$ cat config.mk
export PLATFORM = sky130hd
export DESIGN_NAME = conv_window_ctrl_flat
export DESIGN_NICKNAME = d
export VERILOG_FILES = /design/src/rtl/conv_window_ctrl_if.sv /design/src/rtl/conv_window_ctrl.sv /design/src/flat_wrapper.sv
export SDC_FILE = /design/constraint.sdc
export NUM_CORES = 1
export LEC_CHECK = 0
export ABC_AREA = 1
export BUFFER_PORTS_ARGS = -buffer_cell sky130_fd_sc_hd__buf_2
export CELL_PAD_IN_SITES_DETAIL_PLACEMENT = 1
export CELL_PAD_IN_SITES_GLOBAL_PLACEMENT = 1
export CORE_MARGIN = 2
export CORE_UTILIZATION = 42
export CTS_CLUSTER_SIZE = 30
export DETAILED_ROUTE_END_ITERATION = 8
export GPL_TIMING_DRIVEN = 1
export PLACE_DENSITY = 0.86
export SLEW_MARGIN = 20
export SYNTH_ARGS = -nofsm -noshare
export SYNTH_HDL_FRONTEND = slang
export SYNTH_SLANG_ARGS = --single-unit
$ cat constraint.sdc
create_clock -name clk -period 1.9 [get_ports clk]
set_input_delay 0.095 -clock clk [delete_from_list [all_inputs] [get_ports clk]]
set_output_delay 0.095 -clock clk [all_outputs]
set_load 0.01 [all_outputs]
$ cat src/rtl/conv_window_ctrl_if.sv
// Pixel-stream handshake, window handshake and status signals of the sliding-window controller.
// master = stream source/sink side, slave = the controller.
interface conv_window_ctrl_if;
   logic       start;
   logic       in_valid;
   logic       in_ready;
   logic       ce;
   logic       out_valid;
   logic       out_ready;
   logic [7:0] win_row;
   logic [7:0] win_col;
   logic       frame_done;
   logic       busy;

   modport master (
      output start, in_valid, out_ready,
      input  in_ready, ce, out_valid, win_row, win_col, frame_done, busy
   );

   modport slave (
      input  start, in_valid, out_ready,
      output in_ready, ce, out_valid, win_row, win_col, frame_done, busy
   );
endinterface

$ cat src/rtl/conv_window_ctrl.sv
// Sliding KxK window controller for an NxN raster frame: gates the line-buffer shift
// enable, tracks pixel coordinates and presents each complete window with its top-left corner.
//
// state | meaning
// IDLE  | waiting for start, stream ignored
// FILL  | accepting pixels, first window not yet complete
// RUN   | accepting pixels, windows being produced
// DONE  | last pixel taken, draining the final window
module conv_window_ctrl #(
   parameter int N = 9,
   parameter int K = 3
) (
   input logic               clk,
   input logic               rst,
   conv_window_ctrl_if.slave bus
);
   localparam logic [7:0] KM1 = 8'(K - 1);
   localparam logic [7:0] NM1 = 8'(N - 1);

   typedef enum logic [1:0] {
      IDLE = 2'd0,
      FILL = 2'd1,
      RUN  = 2'd2,
      DONE = 2'd3
   } state_t;

   state_t     state_q, state_d;
   logic [7:0] row_q, row_d;
   logic [7:0] col_q, col_d;
   logic [7:0] win_row_q, win_row_d;
   logic [7:0] win_col_q, win_col_d;
   logic       out_valid_q, out_valid_d;
   logic       frame_done_q, frame_done_d;

   logic in_ready;
   logic accept;
   logic consume;
   logic win_hit;
   logic fill_px;
   logic last_px;

   // A window held for a stalled consumer freezes the whole delay line.
   assign in_ready = ((state_q == FILL) || (state_q == RUN)) && !(out_valid_q && !bus.out_ready);
   assign accept   = bus.in_valid && in_ready;
   assign consume  = out_valid_q && bus.out_ready;
   assign win_hit  = accept && (row_q >= KM1) && (col_q >= KM1);
   assign fill_px  = (row_q == KM1) && (col_q == KM1);
   assign last_px  = (row_q == NM1) && (col_q == NM1);

   always_comb begin
      state_d      = state_q;
      row_d        = row_q;
      col_d        = col_q;
      frame_done_d = 1'b0;
      case (state_q)
         IDLE: begin
            if (bus.start) begin
               state_d = FILL;
               row_d   = 8'd0;
               col_d   = 8'd0;
            end
         end
         FILL: begin
            if (accept) begin
               if (last_px) begin
                  state_d = DONE;
               end else if (fill_px) begin
                  state_d = RUN;
               end
            end
         end
         RUN: begin
            if (accept && last_px) begin
               state_d = DONE;
            end
         end
         DONE: begin
            if (!out_valid_q || consume) begin
               state_d      = IDLE;
               frame_done_d = 1'b1;
            end
         end
         default: state_d = IDLE;
      endcase
      if (accept) begin
         if (col_q == NM1) begin
            col_d = 8'd0;
            row_d = row_q + 8'd1;
         end else begin
            col_d = col_q + 8'd1;
         end
      end
   end

   // A new window wins over a simultaneous consume so back-to-back windows stream at full rate.
   always_comb begin
      out_valid_d = out_valid_q;
      win_row_d   = win_row_q;
      win_col_d   = win_col_q;
      if (win_hit) begin
         out_valid_d = 1'b1;
         win_row_d   = row_q - KM1;
         win_col_d   = col_q - KM1;
      end else if (consume) begin
         out_valid_d = 1'b0;
      end
   end

   always_ff @(posedge clk) begin
      if (rst) begin
         state_q      <= IDLE;
         row_q        <= 8'd0;
         col_q        <= 8'd0;
         win_row_q    <= 8'd0;
         win_col_q    <= 8'd0;
         out_valid_q  <= 1'b0;
         frame_done_q <= 1'b0;
      end else begin
         state_q      <= state_d;
         row_q        <= row_d;
         col_q        <= col_d;
         win_row_q    <= win_row_d;
         win_col_q    <= win_col_d;
         out_valid_q  <= out_valid_d;
         frame_done_q <= frame_done_d;
      end
   end

   assign bus.in_ready   = in_ready;
   assign bus.ce         = accept;
   assign bus.out_valid  = out_valid_q;
   assign bus.win_row    = win_row_q;
   assign bus.win_col    = win_col_q;
   assign bus.frame_done = frame_done_q;
   assign bus.busy       = (state_q != IDLE);
endmodule

$ cat src/flat_wrapper.sv
// flat-port wrapper written by rule: the top's interface ports become plain ports
module conv_window_ctrl_flat 
#(
   parameter int N = 9,
   parameter int K = 3
)
  (clk, rst, bus_start, bus_in_valid, bus_out_ready, bus_in_ready, bus_ce, bus_out_valid, bus_win_row, bus_win_col, bus_frame_done, bus_busy);
  conv_window_ctrl_if bus_i ();
  input logic clk;
  input logic rst;
  input wire logic [$bits(bus_i.start)-1:0] bus_start;
  input wire logic [$bits(bus_i.in_valid)-1:0] bus_in_valid;
  input wire logic [$bits(bus_i.out_ready)-1:0] bus_out_ready;
  output wire logic [$bits(bus_i.in_ready)-1:0] bus_in_ready;
  output wire logic [$bits(bus_i.ce)-1:0] bus_ce;
  output wire logic [$bits(bus_i.out_valid)-1:0] bus_out_valid;
  output wire logic [$bits(bus_i.win_row)-1:0] bus_win_row;
  output wire logic [$bits(bus_i.win_col)-1:0] bus_win_col;
  output wire logic [$bits(bus_i.frame_done)-1:0] bus_frame_done;
  output wire logic [$bits(bus_i.busy)-1:0] bus_busy;
  assign bus_i.start = bus_start;
  assign bus_i.in_valid = bus_in_valid;
  assign bus_i.out_ready = bus_out_ready;
  assign bus_in_ready = bus_i.in_ready;
  assign bus_ce = bus_i.ce;
  assign bus_out_valid = bus_i.out_valid;
  assign bus_win_row = bus_i.win_row;
  assign bus_win_col = bus_i.win_col;
  assign bus_frame_done = bus_i.frame_done;
  assign bus_busy = bus_i.busy;
  conv_window_ctrl #(.N(N), .K(K)) u_core (.clk(clk), .rst(rst), .bus(bus_i));
endmodule
# Word level (Yosys, flattened, before mapping)
# Cells that the tools add are included.
# op_classes
n_addsub	4
n_lt_le_gt_ge	2
eq_ne	12
n_mux	18
bitwise	1
reduce_logical	22
# ops
op	n
8-bit 2-to-1 mux	8
8-bit by 1-bit adder with 8-bit output, second input constant	2
8-bit by 2-bit == test with 1-bit output, second input constant	2
8-bit by 4-bit == test with 1-bit output, second input constant	2
8-bit by 2-bit >= comparator with 1-bit output, second input constant	2
8-bit by 2-bit subtractor with 8-bit output, second input constant	2
2-bit 2-to-1 mux	6
1-bit logical AND	9
2-bit one-hot mux with 4 select lines	1
2-bit nonzero test	4
5-bit AND reduction	1
2-bit == test, second input constant	2
2-bit by 1-bit != test with 1-bit output, second input constant	2
2-bit != test, second input constant	2
1-bit logical NOT	3
1-bit 2-to-1 mux	3
3-bit by 1-bit != test with 1-bit output, second input constant	1
2-bit by 1-bit == test with 1-bit output, second input constant	1
2-bit logical NOT	1
1-bit logical OR	2
2-bit AND reduction	1
2-bit OR reduction	1
1-bit inverter	1
# totals
regBits	36
input_bits	5
out_inout_bits	21
wordCells	66

# Depth between registers and ports, before layout
# logic_depth
depth_word	8
depth_mapped	10
mapped_depth_nobuf	10

# Worst setup path after synthesis
# Ideal clock, no wire load.
# synth_timing
path_kind	reg-to-reg
from	register u_core.state_q[0]
to	register u_core.state_q[1]
setup_time_ns	0.115
arrival_time_ns	1.445
t_required_ns	1.785
path_slack_ns	0.340
stages_incl_launch_ff	10
n_path_buf	0
synth_period_minus_slack_ns	1.560
cell_sequence	dfxtp_1 -> inv_1 -> ha_1 -> nand3_2 -> inv_2 -> nand3_1 -> nand2_1 -> nand2_1 -> a21oi_1 -> nor2_1
# synth_via
elab_cells_between_ends	15
classes_between	8 x eq/ne; 1 x mux; 6 x reduce/logical
# synth_rtl
element	line	source
from (decl)	conv_window_ctrl.sv:27	state_t state_q, state_d;
from (signal assigned)	conv_window_ctrl.sv:119	state_q <= state_d;
2-bit == test, or another cell as far along	conv_window_ctrl.sv:55	case (state_q)
2-bit one-hot mux with 4 select lines *	conv_window_ctrl.sv:55	
net u_core.state_d[1]	conv_window_ctrl.sv:27	
# The timed path passes the listed nets; every way through them passes the cells marked *.
# A chain may end at the register's enable or synchronous reset.

# Worst setup path in the final report
# layout_timing
from	register u_core.state_q[0]
to	register u_core.win_row_q[2] (netlist: u_core.bus.win_row[2])
# layout_via
elab_chain_len	6
elab_cells_between_ends	7
classes_between	2 x eq/ne; 5 x reduce/logical
# layout_rtl
element	line	source
2-bit by 1-bit == test with 1-bit output or 2-bit == test (tied branches)	conv_window_ctrl.sv:43	assign in_ready = ((state_q == FILL) || (state_q == RUN)) && !(out_valid_q && !bus.out_ready);
1-bit logical OR *	conv_window_ctrl.sv:43	
1-bit logical AND *	conv_window_ctrl.sv:43	
1-bit logical AND *	conv_window_ctrl.sv:44	assign accept = bus.in_valid && in_ready;
1-bit logical AND * (2 in a row)	conv_window_ctrl.sv:46	assign win_hit = accept && (row_q >= KM1) && (col_q >= KM1);
to (signal assigned)	conv_window_ctrl.sv:122	win_row_q <= win_row_d;
to (decl)	conv_window_ctrl.sv:30	logic [7:0] win_row_q, win_row_d;
# Every way passes the cells marked *; elsewhere a longest branch is shown, timed or not.

==> run_results.csv <==
group,metric,value,unit
yosys,synthesis.area,0.00213,mm^2
floorplan,initial_utilization,0.442,
cells_and_area,area_growth,13.8,%
routing,totalWireLength,5030,um
sta,tightest_slew,527,ps
yosys,synth_edf_count,0,
critical_path,critical_path.top_delay_family,"simple AND/OR/NAND/NOR gates",
placement,globalplace.congestion,0.821,
sta,timing.fmax,0.576,GHz
clock_tree,htreeDepth,2,
floorplan,rows,25,
sta,final-hold-violation-count,0,
clock_tree,clockRootBuffer,"clkbuf_8",
routing,dr.pass1.iters,4,
floorplan,pin_count,26,
yosys,yosys_warnings,0,
cells_and_area,num_antenna_cells,0,
critical_path,worstPathRequired,2090,ps
floorplan,die_h,75.2,um
placement,hpwlAfterDp,3760,um
yosys,syn_area_per_cell,7.44,um^2
yosys,ys_seq_area_frac,0.339,
floorplan,die_x,75.2,um
global_route,track_usage,0.197,
sta,drv_slew,0,
clock_tree,cts_buffers,5,
clock_tree,cts_tree,"done",
critical_path,worstPathArrival,1930,ps
routing,drt_iter0_drc,99,
clock_tree,clock_latency,290,ps
routing,drcViolationCount,0,
routing,wl_per_cell,13.2,um
sta,finalSetupViolCount,0,
yosys,synth-seq-cells,36,
global_route,grt_overflow,0,
outcome,status,"completed",
routing,num_vias,1871,
critical_path,critical_path_buf_inv_count,2,
yosys,syn-num-nets,305,
yosys,yosysUniqueCellTypes,30,
sta,fin_crit,1730,ps
floorplan,dieArea,0.00565,mm^2
critical_path,path_max_fanout,18,
global_route,grt_pass1_wl,8480,um
placement,port_buffers,25,
sta,fin_crit_sh,0.913,
clock_tree,cts_hold_buf,0,
cells_and_area,final_nets,332,
yosys,synth_top_flop_cell,"dfxtp_1",
clock_tree,cts_sinks,36,
global_route,antenna_found_initial,0,
clock_tree,cts_resized,0,
critical_path,max_stage_delay,380,ps
job,drv_cap,0,
cells_and_area,fin_area,0.00242,mm^2
min_path,min-delay-path-class,"input port to register",
clock_tree,post_cts_buffers,0,
yosys,syn_inst,286,
clock_tree,clockBufferDepth,2,
yosys,yosysTopAreaCellShare,0.339,
yosys,synth_top_area_cell,"dfxtp_1",
critical_path,slowest_stage,"ha_1",
global_route,grt_pass1_vias,1796,
critical_path,critPathKind,"register to register",
cells_and_area,fill_cells,654,
sta,slew_headroom,0.649,
sta,rsz0062_at_grt,"false",
yosys,ys_async_sr_fraction,0,
pwr,p_leak,1.06,nW
critical_path,cp_common_cell,"nand2_1",
clock_tree,clkTransAtPathRegs,80,ps
critical_path,cp-start-kind,"register",
routing,viasPerCell,4.91,
sta,clock-skew-final,4.15,ps
pwr,irDropWorstVdd,523,uV
floorplan,core-area,0.00482,mm^2
global_route,grt_max_degree,19,
pwr,power_density,836,mW/mm^2
critical_path,critPathCaptureType,"register",
critical_path,path_cells,"inv_1 > ha_1 > nand3_4 > a21oi_4 > nand2_8 > clkinv_8 > nand2_1 > nand2_1 > nor2_1",
sta,tns,0,ps
routing,drtAntennaViolNets,0,
placement,post_dp_cell_area,0.00228,mm^2
yosys,yosys-top-cells-area,"dfxtp_1 (34%), nand2_1 (9.4%), ha_1 (8.2%), nor2_1 (6.9%), a21oi_1 (5.4%)",
cells_and_area,drive_gt1_frac,0.220,
area by class of cell:
class                   count  area (um^2)  share of cell area
repair buffers             28          148              0.0610
inverters                  27          116              0.0481
multi-input cells         215         1240               0.512
clock buffers               5         68.8              0.0284
well taps                  67         83.8              0.0346
flip-flops and latches     36          722               0.298
clock inverters             3         42.5              0.0176
Yosys cell counts (3+ instances only):
| library cell | count |
|---|---|
| nand2_1 | 53 |
| nor2_1 | 39 |
| dfxtp_1 | 36 |
| a21oi_1 | 23 |
| inv_1 | 23 |
| nand3_1 | 21 |
| o21ai_0 | 17 |
| ha_1 | 14 |
| nor2_2 | 13 |
| xor2_1 | 10 |
| buf_6 | 4 |
| nor2_4 | 4 |
| nand2_4 | 3 |
| nand4_1 | 3 |
| nor3_1 | 3 |
routing by layer:
| layer | wire [um] | up-vias | global-route usage | part of all wire |
|---|---|---|---|---|
| met4 | 79 | 0 | 0.0663 | 0.016 |
| met5 | 0 | - | 0 | 0 |
| met1 | 2510 | 851 | 0.257 | 0.50 |
| met3 | 204 | 8 | 0.0402 | 0.041 |
| li1 | - | 975 | - | - |
| met2 | 2240 | 37 | 0.325 | 0.44 |
worst min-delay path, cell delays in order:
cell and delay [ps]:
buf_2 90, nand2_1 80, nand2_1 110, a21oi_1 70
path summary, 6_finish.rpt:
check                             start               endpoint  slack [ps]  cells past startpoint
setup / recovery      u_core.state_q[0]  u_core.bus.win_row[2]         170                      9
hold / removal                bus_start        u_core.col_q[0]         200                      4
setup reg to reg      u_core.state_q[0]  u_core.bus.win_row[2]         170                      9
hold reg to reg   u_core.bus.win_row[7]  u_core.bus.win_row[7]         480                      2
kinds of logic after synthesis:
| group | synth area share |
|---|---|
| adder cells (fa/ha/maj) | 0.0824 |
| AND/OR/NAND/NOR | 0.336 |
| flip-flops | 0.339 |
| buffers and inverters | 0.0865 |
| XOR/XNOR | 0.0412 |
| AO/OA/AOI/OAI | 0.115 |
through the flow:
stage | instances | total power, mW | setup slack [ps] | hold slack [ps] | utilization
6_report | 381 | 2.02 | 165 | 199 | 0.502
5_1_grt | 381 | 2.14 | 33.8 | 244 | 0.502
4_1_cts | 381 | 2.02 | 81.9 | 194 | 0.497
3_5_place_dp | 373 | 1.33 | 133 | 464 | 0.474
3_3_place_gp | 373 | 1.32 | 235 | 458 | 0.474
2_1_floorplan | 286 | 1.17 | 340 | 351 | -
power breakdown:
group	total, mW	switching, mW	internal, mW
logic	0.516	0.346	0.170
registers	0.821	0.0355	0.786
clock network	0.685	0.296	0.388
total	2.02	0.678	1.34
state kept, by name, indices dropped and copies added, names as in the netlist:
register / count
u_core.row_q: 8
u_core.state_q: 2
u_core.bus.frame_done: 1
u_core.bus.win_row: 8
u_core.col_q: 8
u_core.bus.out_valid: 1
u_core.bus.win_col: 8
cell usage in the layout (no fill, tap or decap), drive strengths merged:
| master | count |
|---|---|
| nand2 | 57 |
| nor2 | 56 |
| dfxtp | 36 |
| buf | 28 |
| inv | 25 |
| a21oi | 24 |
| nand3 | 23 |
| o21ai | 19 |
| ha | 14 |
| xor2 | 10 |
| clkbuf | 5 |
| nand4 | 4 |
| nor3 | 3 |
| clkinv | 3 |
| a211oi | 2 |
| nor4 | 2 |
| or2 | 1 |
| clkinvlp | 1 |
| bufinv | 1 |
Note: power is estimated with default switching activity, not from simulation.
